### src/rtl/wd_pkg.sv
// Shared definitions for the multi-channel watchdog: fault-cause encoding,
// reset-request FSM states and a constant-friendly clog2.
package wd_pkg;

  // Value latched in cause_early when a channel faults
  localparam logic CAUSE_TIMEOUT = 1'b0;
  localparam logic CAUSE_EARLY   = 1'b1;

  // Reset-request pulse generator states
  typedef enum logic {
    ST_IDLE  = 1'b0,
    ST_PULSE = 1'b1
  } rst_state_e;

  // Ceiling log2, usable in localparam expressions
  function automatic int clog2(input longint value);
    longint v;
    int     r;
    r = 0;
    v = value - 1;
    while (v > 0) begin
      r = r + 1;
      v = v >> 1;
    end
    return r;
  endfunction

endpackage

### src/rtl/wd_channel.sv
// One supervised heartbeat channel: idle counter, warning flag, sticky fault
// and the cause of that fault (timeout/forced vs early heartbeat).
module wd_channel
  import wd_pkg::*;
#(
  parameter int     CNT_W          = 32,
  parameter longint TIMEOUT_CYCLES = 1000000,
  parameter longint WARN_CYCLES    = 750000,
  parameter longint WINDOW_MIN     = 0
) (
  input  logic clk,
  input  logic rstn,
  input  logic enable,
  input  logic heartbeat,
  input  logic clear,
  input  logic force_reset,
  output logic warning,
  output logic triggered,
  output logic cause_early
);

  localparam logic [CNT_W-1:0] TIMEOUT_C = CNT_W'(TIMEOUT_CYCLES);
  localparam logic [CNT_W-1:0] WARN_C    = CNT_W'(WARN_CYCLES);
  localparam logic [CNT_W-1:0] ONE_C     = CNT_W'(1);

  logic [CNT_W-1:0] cnt_reg;
  logic [CNT_W-1:0] cnt_next;
  logic             warning_reg;
  logic             triggered_reg;
  logic             cause_reg;
  logic             too_early;

  assign cnt_next = cnt_reg + ONE_C;

  // A heartbeat is only "early" when window mode is compiled in
  generate
    if (WINDOW_MIN > 0) begin : g_window
      localparam logic [CNT_W-1:0] WINDOW_C = CNT_W'(WINDOW_MIN);
      assign too_early = (cnt_reg < WINDOW_C);
    end else begin : g_no_window
      assign too_early = 1'b0;
    end
  endgenerate

  // Prioritised per-channel update: clear > disable > latched fault > force > heartbeat > count
  always_ff @(posedge clk or negedge rstn) begin
    if (!rstn) begin
      cnt_reg       <= '0;
      warning_reg   <= 1'b0;
      triggered_reg <= 1'b0;
      cause_reg     <= CAUSE_TIMEOUT;
    end else if (clear) begin
      cnt_reg       <= '0;
      warning_reg   <= 1'b0;
      triggered_reg <= 1'b0;
      cause_reg     <= CAUSE_TIMEOUT;
    end else if (!enable) begin
      cnt_reg     <= '0;
      warning_reg <= 1'b0;
    end else if (triggered_reg) begin
      // Fault is sticky: everything holds until clear
    end else if (force_reset) begin
      triggered_reg <= 1'b1;
      cause_reg     <= CAUSE_TIMEOUT;
    end else if (heartbeat && too_early) begin
      triggered_reg <= 1'b1;
      cause_reg     <= CAUSE_EARLY;
    end else if (heartbeat) begin
      cnt_reg     <= '0;
      warning_reg <= 1'b0;
    end else if (cnt_reg != TIMEOUT_C) begin
      // Counter stops at the timeout value so it can never wrap
      cnt_reg <= cnt_next;
      if (cnt_next >= WARN_C) begin
        warning_reg <= 1'b1;
      end
      if (cnt_next == TIMEOUT_C) begin
        triggered_reg <= 1'b1;
      end
    end
  end

  assign warning     = warning_reg;
  assign triggered   = triggered_reg;
  assign cause_early = cause_reg;

endmodule

### src/rtl/watchdog_multi.sv
// Multi-channel watchdog: NUM_CH channel slices, fault OR-reduction, new-fault
// edge detect and a stretched reset-request pulse for the board reset controller.
module watchdog_multi
  import wd_pkg::*;
#(
  parameter int     NUM_CH         = 4,
  parameter int     CNT_W          = 32,
  parameter longint TIMEOUT_CYCLES = 1000000,
  parameter longint WARN_CYCLES    = 750000,
  parameter longint WINDOW_MIN     = 0,
  parameter int     RST_PULSE      = 16
) (
  input  logic              clk,
  input  logic              rstn,
  input  logic [NUM_CH-1:0] enable,
  input  logic [NUM_CH-1:0] heartbeat,
  input  logic [NUM_CH-1:0] clear,
  input  logic              force_reset,
  output logic [NUM_CH-1:0] warning,
  output logic [NUM_CH-1:0] triggered,
  output logic [NUM_CH-1:0] cause_early,
  output logic              any_triggered,
  output logic              reset_req
);

  localparam int              PCNT_W    = clog2(longint'(RST_PULSE) + 1);
  localparam logic [PCNT_W-1:0] PULSE_LEN = PCNT_W'(RST_PULSE);
  localparam logic [PCNT_W-1:0] PCNT_ONE  = PCNT_W'(1);

  // Reject parameter sets that would make the thresholds meaningless
  generate
    if (WARN_CYCLES >= TIMEOUT_CYCLES) begin : g_bad_warn
      $error("watchdog_multi: WARN_CYCLES must be below TIMEOUT_CYCLES");
    end
    if ((CNT_W < 63) && (TIMEOUT_CYCLES >= (longint'(1) << CNT_W))) begin : g_bad_timeout
      $error("watchdog_multi: TIMEOUT_CYCLES does not fit in CNT_W bits");
    end
    if (RST_PULSE < 1) begin : g_bad_pulse
      $error("watchdog_multi: RST_PULSE must be at least 1");
    end
  endgenerate

  logic [NUM_CH-1:0] triggered_vec;
  logic [NUM_CH-1:0] trig_prev_reg;
  logic [NUM_CH-1:0] new_fault;
  logic              any_new_fault;
  rst_state_e        state_reg;
  logic [PCNT_W-1:0] pcnt_reg;
  logic              reset_req_reg;

  genvar gi;
  generate
    for (gi = 0; gi < NUM_CH; gi++) begin : g_ch
      wd_channel #(
        .CNT_W         (CNT_W),
        .TIMEOUT_CYCLES(TIMEOUT_CYCLES),
        .WARN_CYCLES   (WARN_CYCLES),
        .WINDOW_MIN    (WINDOW_MIN)
      ) u_ch (
        .clk        (clk),
        .rstn       (rstn),
        .enable     (enable[gi]),
        .heartbeat  (heartbeat[gi]),
        .clear      (clear[gi]),
        .force_reset(force_reset),
        .warning    (warning[gi]),
        .triggered  (triggered_vec[gi]),
        .cause_early(cause_early[gi])
      );
    end
  endgenerate

  // A fault counts as new only on its 0->1 transition, so latched faults never retrigger
  assign new_fault     = triggered_vec & ~trig_prev_reg;
  assign any_new_fault = |new_fault;

  // Remember last cycle's fault vector for the edge detect
  always_ff @(posedge clk or negedge rstn) begin
    if (!rstn) begin
      trig_prev_reg <= '0;
    end else begin
      trig_prev_reg <= triggered_vec;
    end
  end

  // Reset-request pulse: a new fault (re)starts a RST_PULSE-cycle pulse
  always_ff @(posedge clk or negedge rstn) begin
    if (!rstn) begin
      state_reg     <= ST_IDLE;
      pcnt_reg      <= '0;
      reset_req_reg <= 1'b0;
    end else if (any_new_fault) begin
      state_reg     <= ST_PULSE;
      pcnt_reg      <= PULSE_LEN;
      reset_req_reg <= 1'b1;
    end else begin
      case (state_reg)
        ST_PULSE: begin
          if (pcnt_reg <= PCNT_ONE) begin
            state_reg     <= ST_IDLE;
            pcnt_reg      <= '0;
            reset_req_reg <= 1'b0;
          end else begin
            pcnt_reg <= pcnt_reg - PCNT_ONE;
          end
        end
        default: begin
          state_reg     <= ST_IDLE;
          pcnt_reg      <= '0;
          reset_req_reg <= 1'b0;
        end
      endcase
    end
  end

  assign triggered     = triggered_vec;
  assign any_triggered = |triggered_vec;
  assign reset_req     = reset_req_reg;

endmodule
### config.mk
export PLATFORM = sky130hd
export DESIGN_NAME = watchdog_multi
export DESIGN_NICKNAME = d
export VERILOG_FILES = /design/src/rtl/wd_pkg.sv /design/src/rtl/wd_channel.sv /design/src/rtl/watchdog_multi.sv
export SDC_FILE = /design/constraint.sdc
export NUM_CORES = 1
export LEC_CHECK = 0
export ABC_AREA = 0
export CORE_MARGIN = 1
export CORE_UTILIZATION = 60
export DETAILED_ROUTE_END_ITERATION = 16
export GPL_TIMING_DRIVEN = 1
export PLACE_DENSITY = 0.83
export SLEW_MARGIN = 10
export SYNTH_ARGS = -nofsm -noshare
export SYNTH_HDL_FRONTEND = slang
export SYNTH_HIERARCHICAL = 1
export SYNTH_SLANG_ARGS = --single-unit
### constraint.sdc
create_clock -name clk -period 2.8 [get_ports clk]
set_input_delay 0.42 -clock clk [delete_from_list [all_inputs] [get_ports clk]]
set_output_delay 0.42 -clock clk [all_outputs]
set_load 0.1 [all_outputs]
==> results of run 1 <==
[cells by family (layout without fill, tap and decap cells)]
| family | Yosys count | in the layout | synth area share |
|---|---|---|---|
| AOI/OAI and AO/OA | 403 | 403 | 0.218 |
| other | 4 | 4 | 0.00133 |
| adders and majority gates | 10 | 10 | 0.0111 |
| xor gates and xnor gates | 39 | 39 | 0.0303 |
| DFF | 147 | 147 | 0.326 |
| buffers and inverters | 156 | 147 | 0.0751 |
| and+or+nand+nor | 621 | 621 | 0.327 |
| muxes | 11 | 11 | 0.0105 |
[repair_timing]
item,in CTS,in global routing
endpoints found under the hold margin,44,0
hold buffers,1,0
gates resized for setup,0,1
endpoints found under the setup margin,0,6
[power groups by stage]
stage	Sequential, mW	Clock, mW	Combinational, mW
2_1_floorplan	2.32	0	0.308
3_3_place_gp	2.27	0	0.515
3_5_place_dp	2.27	0	0.535
4_1_cts	2.24	2.31	0.544
5_1_grt	2.24	2.40	0.590
6_report	2.24	2.28	0.539
[layout make-up]
cell class              count  area [µm²]
repair buffers             80         677
fillers                  1507        6100
well taps                 229         287
inverters                  38         143
flip-flops and latches    147        3680
multi-input cells        1088        6750
clock buffers              21         470
clock inverters             8         104
[through the flow]
stage               total power, mW  setup WS [ns]  std cells  hold WS, ns
detailed placement             2.81          0.263       1581        0.388
CTS                            5.09          0.172       1611        0.508
global route                   5.23         0.0646       1611        0.530
floorplan                      2.62          0.534       1391        0.124
finish                         5.06          0.174       1611        0.492
global placement               2.79          0.358       1581        0.390
[worst max-delay path, delay by kind of cell (launching register included)]
kind | cells | cell delay (ns)
and+or+nand+nor | 4 | 0.97
AOI/OAI and AO/OA | 3 | 0.77
DFF | 1 | 0.55
buffers and inverters | 1 | 0.20
[layout by cell type, fill, tap and decap left out, types with 7 or more instances in the layout]
master	instances
inv_1	38
o21ai_0	189
nor2_1	107
buf_4	62
nor3_2	11
ha_1	10
nand4_4	8
nand2_1	136
o31ai_1	49
nand3b_1	10
nand3_1	58
dfrtp_1	146
o21ai_1	18
nor3_1	40
and4_1	16
xnor2_1	33
nor2b_1	19
mux2_2	7
and3_1	24
or4_1	10
clkbuf_16	17
nor4_1	29
a31oi_1	18
nor4_2	7
and2_1	18
nand4_1	55
a21oi_1	55
a211oi_1	13
nand2b_1	11
clkdlybuf4s50_1	13
[how the worst min path moves through the flow]
stage / start / to / slack (ns)
2_1_floorplan: rstn / g_ch[0].u_ch/cnt_reg[0]$_DFFE_PN0P_ / 0.12
4_1_cts: rstn / g_ch[1].u_ch/cnt_reg[12]$_DFFE_PN0P_ / 0.51
6_report: rstn / g_ch[1].u_ch/cnt_reg[9]$_DFFE_PN0P_ / 0.49
3_3_place_gp: rstn / g_ch[1].u_ch/cnt_reg[12]$_DFFE_PN0P_ / 0.39
5_1_grt: rstn / g_ch[1].u_ch/cnt_reg[11]$_DFFE_PN0P_ / 0.53
3_5_place_dp: rstn / g_ch[1].u_ch/cnt_reg[12]$_DFFE_PN0P_ / 0.39
[routing by layer]
metal	vias to the layer above	part of all wire
met1	5247	0.43
met4	0	0.026
li1	5088	-
met5	-	0
met2	552	0.47
met3	83	0.080
==> metrics.yaml, run 1 <==
run_status:
  status: "finished, violations left"
  violations: "design-rule violations"
global_routing:
  globalRouteTotalUtil: 0.316
  use_met1: 0.431
  grt_start_max_net_pins: 62
  grt_busiest_layer: "met2"
  grt_pass1_wl_um: 50300
  grt-ovfl-total: 0
  use_met3: 0.0570
  use_met2: 0.501
  grt_pass1_vias: 10100
  antenna_found_initial: 0
placement:
  place.detailed.hpwl_um: 20400
  portBuffers: 24
  place_area_mm2: 0.0115
  gp_congestion: 0.957
synthesis:
  synth_cells: 1391
  synth_top_area_frac: 0.326
  synth_top_area_cell: "dfrtp_1"
  ys_seq_area_frac: 0.326
  syn-num-nets: 1416
  syn-cell-area_mm2: 0.0113
  ys_warn_count: 6
  synth_edf_count: 0
  synth.area.top_cells: "dfrtp_1 33%, o21ai_0 8.4%, nand2_1 4.5%"
  yosysMostFrequentCell: "o21ai_0"
  ys_ff_latch: 147
  synth_ff_type: "dfrtp_1"
  synth.distinct_cells: 76
  ys_top_cells_by_count: "189 x o21ai_0, 147 x dfrtp_1, 136 x nand2_1"
  synth-async-reset-ratio: 1.00
  avgSynthCellArea_um2: 8.10
setup_path:
  crit_required_ns: 3.09
  setup.worst_path.end_class: "flip-flop"
  crit_top_cell: "o21ai_0"
  critical_path_peak_fanout: 13
  critPathLaunchType: "flip-flop"
  critPathMaxStageDelay_ns: 0.55
  r2r_end: "g_ch[3].u_ch/cnt_reg[5]$_DFFE_PN0P_"
  r2r_start: "g_ch[3].u_ch/cnt_reg[7]$_DFFE_PN0P_"
  ff2ff_path_depth: 8
  path_cells: "nor4b_1 > nand4_1 > o31ai_2 > or3_1 > buf_4 > nor2_1 > o21ai_0 > o21ai_0"
  cp.arrival_ns: 2.92
  critPathLaunch: "g_ch[3].u_ch/cnt_reg[7]$_DFFE_PN0P_"
  rrSetupSlack_ns: 0.17
  cp_slowest_cell: "dfrtp_1"
  worstSetupEndpoint: "g_ch[3].u_ch/cnt_reg[5]$_DFFE_PN0P_"
  path_class: "flip-flop to flip-flop"
clock_network:
  h-tree-depth: 4
  post_cts_buffers: 0
  insertion_delay_ns: 0.43
  clkTransAtPathRegs_ns: 0.07
  cts.sinks: 147
  cts_tree: "built"
  numCtsBuffers: 17
  ctsLongestPathBuffers: 2
  ctsRootBufferMaster: "clkbuf_16"
drt:
  vias: 11000
  wirelength_um: 30100
  viasPerCell: 6.81
  dr.pass1.iters: 14
  drtIter0Drc: 1261
  drc: 2
  antenna_left: 0
  wl_per_cell_um: 18.7
finish:
  largest_reg_flops: 128
  finalNetCount: 1397
  final_core_util: 0.665
  final_area_mm2: 0.0121
  area_delta_synth_final_pct: 7.46
  drive_above_1_share: 0.123
  antenna_cells: 0
sta:
  slew_headroom: 0.560
  drv_slew: 0
  tightestPinTransition_ns: 0.652
  rsz0062_at_grt: "no"
  fin_skew_ns: 0.0108
  period_share: 0.938
  clock.fmax_mhz: 381
  min_period_ns: 2.63
  setup_viol: 0
  finalHoldViolCount: 0
  fin_tns_setup_ns: 0
floorplan:
  row_count: 49
  coreArea_mm2: 0.0182
  die_x_um: 139
  die_y_um: 139
  start_util: 0.619
  ios: 29
  die_area_mm2: 0.0193
pwr:
  switching_share: 0.263
  powerDensity_mw_per_mm2: 418
  seq_power_share: 0.442
  p_int_mw: 3.73
  p_comb_frac: 0.106
  peakVddDrop_mv: 0.500
  switchingPower_mw: 1.33
  power_frac_clock: 0.451
  p_leak_nw: 4.70
min_path:
  hold_class: "input pin to asynchronous set/reset pin"
flow_run:
  maxCapViolations: 0
Note: power is estimated with default switching activity, not from simulation.
==> run 2, diff against run 1 <==
PLACE_DENSITY = 0.78   (was 0.83)
==> run 2 against run 1 <==
Against the previous run: the run still ends with design-rule violations left; hold slack better by 0.024 ns; core utilization is 0.069 points higher; clock power is 2% lower; non-clock buffer count did not move.
==> metrics.yaml, run 2 (synthesized netlist as in run 1, its figures left out) <==
run_status:
  status: "finished, violations left"
  violations: "design-rule violations"
floorplan:
  die_x_um: 139
  die_area_mm2: 0.0193
  start_util: 0.619
  ios: 29
  die_y_um: 139
  coreArea_mm2: 0.0182
  row_count: 49
placement:
  portBuffers: 24
  post-place-ws_ns: 0.159
  place.detailed.hpwl_um: 20000
  place_area_mm2: 0.0115
  gp_congestion: 0.939
setup_path:
  path_cells: "ha_4 > nand3_1 > nor4_1 > xnor2_1 > o2111ai_1 > nor4_1 > nand4_1 > a21oi_1"
  critical-path-top-delay-family: "simple AND/OR/NAND/NOR gates"
  critPathMaxStageDelay_ns: 0.56
  crit_top_cell: "nor4_1"
  critical_path_peak_fanout: 11
  cp.arrival_ns: 3.03
  path_class: "flip-flop to flip-flop"
  crit_buf_inv: 0
  critPathLaunchType: "flip-flop"
  cp_slowest_cell: "dfrtp_1"
  setup.worst_path.end_class: "flip-flop"
  crit_required_ns: 3.16
sta:
  finalHoldViolCount: 0
  min_period_ns: 2.66
  drv_slew: 0
  hold_slack_ns: 0.516
  slew_headroom: 0.575
  tightestPinTransition_ns: 0.630
  setup_ws_ns: 0.135
  period_share: 0.952
  clock.fmax_mhz: 375
  rsz0062_at_grt: "no"
  fin_tns_setup_ns: 0
  fin_skew_ns: 0.00932
  setup_viol: 0
pwr:
  p_leak_nw: 4.72
  peakVddDrop_mv: 0.379
  powerDensity_mw_per_mm2: 412
global_routing:
  grt_pass1_vias: 9625
  grt_start_max_net_pins: 56
  grt_pass1_wl_um: 48000
  antenna_found_initial: 0
  globalRouteTotalUtil: 0.302
  grt-ovfl-total: 0
drt:
  dr.pass1.iters: 11
  drtIter0Drc: 1180
  wirelength_um: 29000
  wl_per_cell_um: 18.0
  vias: 10800
  antenna_left: 0
  viasPerCell: 6.71
  drc: 2
clock_network:
  cts_tree: "built"
  clkTransAtPathRegs_ns: 0.06
  cts.sinks: 147
  ctsRootBufferMaster: "clkbuf_16"
  h-tree-depth: 4
  numCtsBuffers: 17
  ctsLongestPathBuffers: 2
  insertion_delay_ns: 0.43
finish:
  final_area_mm2: 0.0121
  area_delta_synth_final_pct: 7.57
  most-common-layout-cells: "189 x o21ai_0, 147 x dfrtp_1, 136 x nand2_1"
  largest_reg_flops: 128
  drive_above_1_share: 0.123
  finalNetCount: 1397
  final_common_cell: "o21ai_0"
  nFillCells: 1472
  antenna_cells: 0
flow_run:
  maxCapViolations: 0
min_path:
  hold_class: "input pin to asynchronous set/reset pin"
-- run 2: changes by cell type in the layout (fill, tap and decap cells not counted), sizes merged --
cell      delta
clkinv       +7
clkinvlp     -4
clkbuf       -1
inv          -1
-- run 2: stage by stage --
| step | power (mW) | utilization | cells |
|---|---|---|---|
| floorplan | 2.62 | - | 1391 |
| global placement | 2.79 | 0.634 | 1581 |
| detailed placement | 2.81 | 0.634 | 1581 |
| CTS | 5.04 | 0.665 | 1612 |
| global route | 5.18 | 0.666 | 1612 |
| finish | 5.00 | 0.666 | 1612 |
-- run 2: timing repair --
action                     4_1_cts  5_1_grt
setup buffers                    0        0
hold buffers                     1        0
setup endpoints to repair        0        2
gates resized for setup          0        3
hold endpoints to repair        51        0
-- run 2: area by class of cell --
type,instances,area (µm²),area share
inverters,38,143,0.0118
well taps,229,287,0.0236
repair buffers,80,689,0.0569
multi-input cells,1088,6770,0.558
clock inverters,10,111,0.00919
flip-flops and latches,147,3680,0.303
clock buffers,20,447,0.0368
-- run 2: report_power, final --
part / internal [mW] / switching, mW / leakage, nW
combinational: 0.186 / 0.346 / 2.41
clock: 1.32 / 0.913 / 0.279
sequential: 2.17 / 0.0631 / 2.03
-- run 2: worst paths after layout --
path                                                              to  cells after the start  slack, ns                                start
worst max-delay path              g_ch[3].u_ch/triggered$_DFFE_PN0P_                      8       0.14  g_ch[3].u_ch/cnt_reg[0]$_DFFE_PN0P_
worst min-delay path                g_ch[1].u_ch/warning$_DFFE_PN0P_                      2       0.52                                 rstn
worst min register to register                 pcnt_reg[0]$_DFF_PN0_                      1       0.53                pcnt_reg[0]$_DFF_PN0_
max in group asynchronous       g_ch[2].u_ch/cnt_reg[27]$_DFFE_PN0P_                      3       1.53                                 rstn
worst max register to register    g_ch[3].u_ch/triggered$_DFFE_PN0P_                      8       0.14  g_ch[3].u_ch/cnt_reg[0]$_DFFE_PN0P_
min in group clk                               pcnt_reg[0]$_DFF_PN0_                      1       0.53                pcnt_reg[0]$_DFF_PN0_
-- run 2: metal layers --
metal | wire length [µm] | track usage | up-vias
met4 | 608 | 0.104 | 0
met2 | 13000 | 0.467 | 494
met5 | 0 | 0 | -
met1 | 13000 | 0.421 | 5147
met3 | 2300 | 0.0611 | 65
li1 | - | - | 5106
